--- src/rtl/demux4_buf.sv ---
// demux4_buf: 1-to-4 registered demux, one output register per channel.
// Define DEMUX4_COUNT_EN to add per-channel drain counters on xfer_count.
module demux4_buf #(
  parameter int width = 16
) (
  input  logic             clk,
  input  logic             rst,
  input  logic             in_valid,
  input  logic [1:0]       in_sel,
  input  logic [width-1:0] in_data,
  output logic             in_ready,
  output logic [3:0]       out_valid,
  input  logic [3:0]       out_ready,
  output logic [width-1:0] out_data0,
  output logic [width-1:0] out_data1,
  output logic [width-1:0] out_data2,
`ifdef DEMUX4_COUNT_EN
  output logic [width-1:0] out_data3,
  output logic [31:0]      xfer_count
`else
  output logic [width-1:0] out_data3
`endif
);

  logic [3:0]       v;
  logic [width-1:0] d [4];
  logic             acc;
  logic [3:0]       fill;
  logic [3:0]       drain;

  // A slot can take a word if empty or if it is draining this cycle
  assign in_ready = ~rst & (~v[in_sel] | out_ready[in_sel]);
  assign acc      = in_valid & in_ready;
  assign fill     = acc ? (4'b0001 << in_sel) : 4'b0000;
  assign drain    = v & out_ready;

  always_ff @(posedge clk or posedge rst) begin
    if (rst) begin
      v <= 4'b0000;
      for (int i = 0; i < 4; i++) d[i] <= '0;
    end else begin
      for (int i = 0; i < 4; i++) begin
        if (fill[i]) d[i] <= in_data;
        v[i] <= fill[i] | (v[i] & ~drain[i]);
      end
    end
  end

  assign out_valid = v;
  assign out_data0 = d[0];
  assign out_data1 = d[1];
  assign out_data2 = d[2];
  assign out_data3 = d[3];

`ifdef DEMUX4_COUNT_EN
  logic [7:0] cnt [4];

  always_ff @(posedge clk or posedge rst) begin
    if (rst) begin
      for (int i = 0; i < 4; i++) cnt[i] <= 8'd0;
    end else begin
      for (int i = 0; i < 4; i++)
        if (drain[i]) cnt[i] <= cnt[i] + 8'd1;
    end
  end

  assign xfer_count = {cnt[3], cnt[2], cnt[1], cnt[0]};
`endif

endmodule

--- config.mk ---
export PLATFORM = sky130hd
export DESIGN_NAME = demux4_buf
export DESIGN_NICKNAME = d
export VERILOG_FILES = /design/src/rtl/demux4_buf.sv
export SDC_FILE = /design/constraint.sdc
export NUM_CORES = 1
export LEC_CHECK = 0
export BUFFER_PORTS_ARGS = -buffer_cell sky130_fd_sc_hd__clkbuf_2
export CAP_MARGIN = 20
export CORE_MARGIN = 8
export CORE_UTILIZATION = 35
export DETAILED_ROUTE_END_ITERATION = 10
export GPL_TIMING_DRIVEN = 0
export PLACE_DENSITY = 0.59
export SYNTH_ARGS = -nofsm -noshare
export SYNTH_HDL_FRONTEND = slang
export SYNTH_SLANG_ARGS = --single-unit
--- constraint.sdc ---
create_clock -name clk -period 4.5 [get_ports clk]
set_input_delay 0.9 -clock clk [delete_from_list [all_inputs] [get_ports clk]]
set_output_delay 0.9 -clock clk [all_outputs]
set_load 0.1 [all_outputs]
==> results.sh <==
export IMPL_status="finished, final reports clean"
export IMPL_route_detailed_drc=0
export IMPL_ys_ff_latch=68
export IMPL_netlist_instances=162
export IMPL_antenna_left=0
export IMPL_clockBufferDepth=2
export IMPL_maxCapViolations=0
export IMPL_grt_total_usage=0.118
export IMPL_antenna_found_initial=0
export IMPL_final_util=0.456
export IMPL_row_count=32
export IMPL_worst_setup_path_type="in2out"
export IMPL_whs_ns=0.505
export IMPL_die_y_um=104
export IMPL_drt_iter0_drc=38
export IMPL_cts_num_sinks=68
export IMPL_overflow=0
export IMPL_grt_pass1_vias=1963
export IMPL_fin_crit_sh=0.688
export IMPL_fin_cells=369
export IMPL_die_w_um=104
export IMPL_async_reset_ff_frac=1.00
export IMPL_drt_wl_total_um=6130
export IMPL_tns_ns=0
export IMPL_leakagePower_nw=1.72
export IMPL_yosysMostFrequentCell="dfrtp_1"
export IMPL_cts_htree_levels=3
export IMPL_synth_edf_count=0
export IMPL_finalSetupViolCount=0
export IMPL_synthFlopType="dfrtp_1"
export IMPL_report_final_slew_viol_count=0
export IMPL_post_cts_resized=0
export IMPL_hold_buffers=0
export IMPL_synth_warnings=0
export IMPL_synth_top_area_cell="dfrtp_1"
export IMPL_grt_first_pass_wirelength_um=10300
export IMPL_synth_fp_nets=187
export IMPL_p_per_area_nw_per_um2=741
export IMPL_critical_path_max_stage_delay_ns=0.46
export IMPL_hold_path_class="reg2reg"
export IMPL_synthesis_area_um2=2700
export IMPL_wl_per_cell_um=16.6
export IMPL_fin_area_um2=3470
export IMPL_final_nets=289
export IMPL_die_area_um2=10800
export IMPL_critPathCaptureType="output pin"
export IMPL_synth_common_cells="dfrtp_1, mux2_2, mux2_4"
export IMPL_path_cells="buf_2, or3b_2, a21boi_0, nor4_2, clkbuf_2"
export IMPL_coreArea_um2=7610
export IMPL_cts_root_buf="clkbuf_8"
export IMPL_tightest_slew_ns=0.846
export IMPL_postCtsSetupBuffers=0
export IMPL_placedCellCount=355
export IMPL_place_area_um2=3290
export IMPL_gp_congestion=0.703
export IMPL_area_growth_pct=28.4
export IMPL_hold_violations=0
export IMPL_ioPinCount=94
export IMPL_synthTopCellsByArea="dfrtp_1, mux2_2, mux2_4, buf_6, nand2b_1"
export IMPL_fmax_mhz=323
export IMPL_io_buffers=91
export IMPL_avgSynthCellArea_um2=16.7
export IMPL_slew_headroom=0.436
export IMPL_peakVddDrop_v=0.000350
export IMPL_clock_skew_ns=0.0127
export IMPL_yosysTopAreaCellShare=0.630
export IMPL_antenna_cells=0
export IMPL_grt_max_degree=69
export IMPL_power_total_mw=2.57
export IMPL_dp_hpwl_um=4400
export IMPL_drt_pass1_iterations=4
export IMPL_seq_area_frac_synth=0.630
export IMPL_pre_cts_slack_ns=1.40
export IMPL_rsz0062_at_grt="false"
export IMPL_drive_above_1_share=0.685
export IMPL_worstPathArrival_ns=2.20
export IMPL_path_max_fanout=9
export IMPL_worst_path_max_delay_cell="or3b_2"
export IMPL_cp_start_kind="input pin"
export IMPL_path_clk_slew_ns=0.07
export IMPL_synth_distinct_cells=23
export IMPL_crit_required_ns=3.60
export IMPL_clk_latency_ns=0.33
export IMPL_numCtsBuffers=9
export IMPL_start_util=0.355
export IMPL_num_vias=1720
export IMPL_layout_min_cycle_time_ns=3.10
export IMPL_vias_per_cell=4.66
export IMPL_fin_ws_ns=1.40
export IMPL_cts_tree="done"
sequential cells by signal (all words and copies together), names as in the netlist:
name	flops
out_data2	16
out_data0	16
out_data3	16
out_data1	16
out_valid	4
power breakdown:
| group | leakage (nW) | switching (mW) | internal [mW] |
|---|---|---|---|
| registers | 0.822 | 0.0681 | 0.742 |
| logic | 0.799 | 1.11 | 0.203 |
| clock network | 0.0941 | 0.210 | 0.237 |
| total | 1.72 | 1.39 | 1.18 |
kinds of logic (layout without fill, tap and decap cells):
family                 Yosys count  in the layout  synth area share
AND/OR/NAND/NOR                 19             19            0.0556
multiplexers                    64             64             0.281
flip-flops                      68             68             0.630
AO/OA/AOI/OAI                    2              2           0.00463
buffers and inverters            9            114            0.0296
layer usage:
metal	share of wire	vias up	global-route usage
met5	0	-	0
met4	0.014	0	0.0496
met3	0.096	10	0.0545
met2	0.43	72	0.170
met1	0.46	861	0.150
li1	-	777	-
path summary, 6_finish.rpt:
check,startpoint,end,slack [ns],cells past startpoint
max reg2reg,out_valid[0]$_DFF_PP0_,out_data0[5]$_DFFE_PP0P_,3.03,4
min,out_data3[10]$_DFFE_PP0P_,out_data3[10]$_DFFE_PP0P_,0.51,1
max in group asynchronous,rst,out_data3[2]$_DFFE_PP0P_,3.18,2
min reg2reg,out_data3[10]$_DFFE_PP0P_,out_data3[10]$_DFFE_PP0P_,0.51,1
min in group asynchronous,rst,out_valid[1]$_DFF_PP0_,0.75,2
max,in_sel[0],in_ready,1.40,5
cells in the final DEF, fill, tap and decap left out, types with 2 or more instances in the layout:
| cell type | instances |
|---|---|
| mux2_4 | 10 |
| buf_4 | 3 |
| nand2_1 | 4 |
| clkbuf_2 | 91 |
| clkbuf_8 | 12 |
| clkinv_2 | 2 |
| dfrtp_1 | 68 |
| mux2_2 | 54 |
| nand2b_1 | 4 |
| buf_6 | 3 |
area by class of cell:
type / instances / area (µm²)
fill: 729 / 4140
timing repair buffer: 91 / 455
multi-input combinational: 85 / 927
clock inverter: 2 / 10.0
clock buffer: 12 / 165
tap: 102 / 128
inverter: 1 / 6.26
buffer: 8 / 76.3
sequential: 68 / 1700
worst max-delay path: cells and delay by family:
family / cells / cell delay [ns]
simple gates: 2 / 0.53
compound gates: 1 / 0.23
buf+inv: 2 / 0.53
Power figures use the tool's default switching activity.
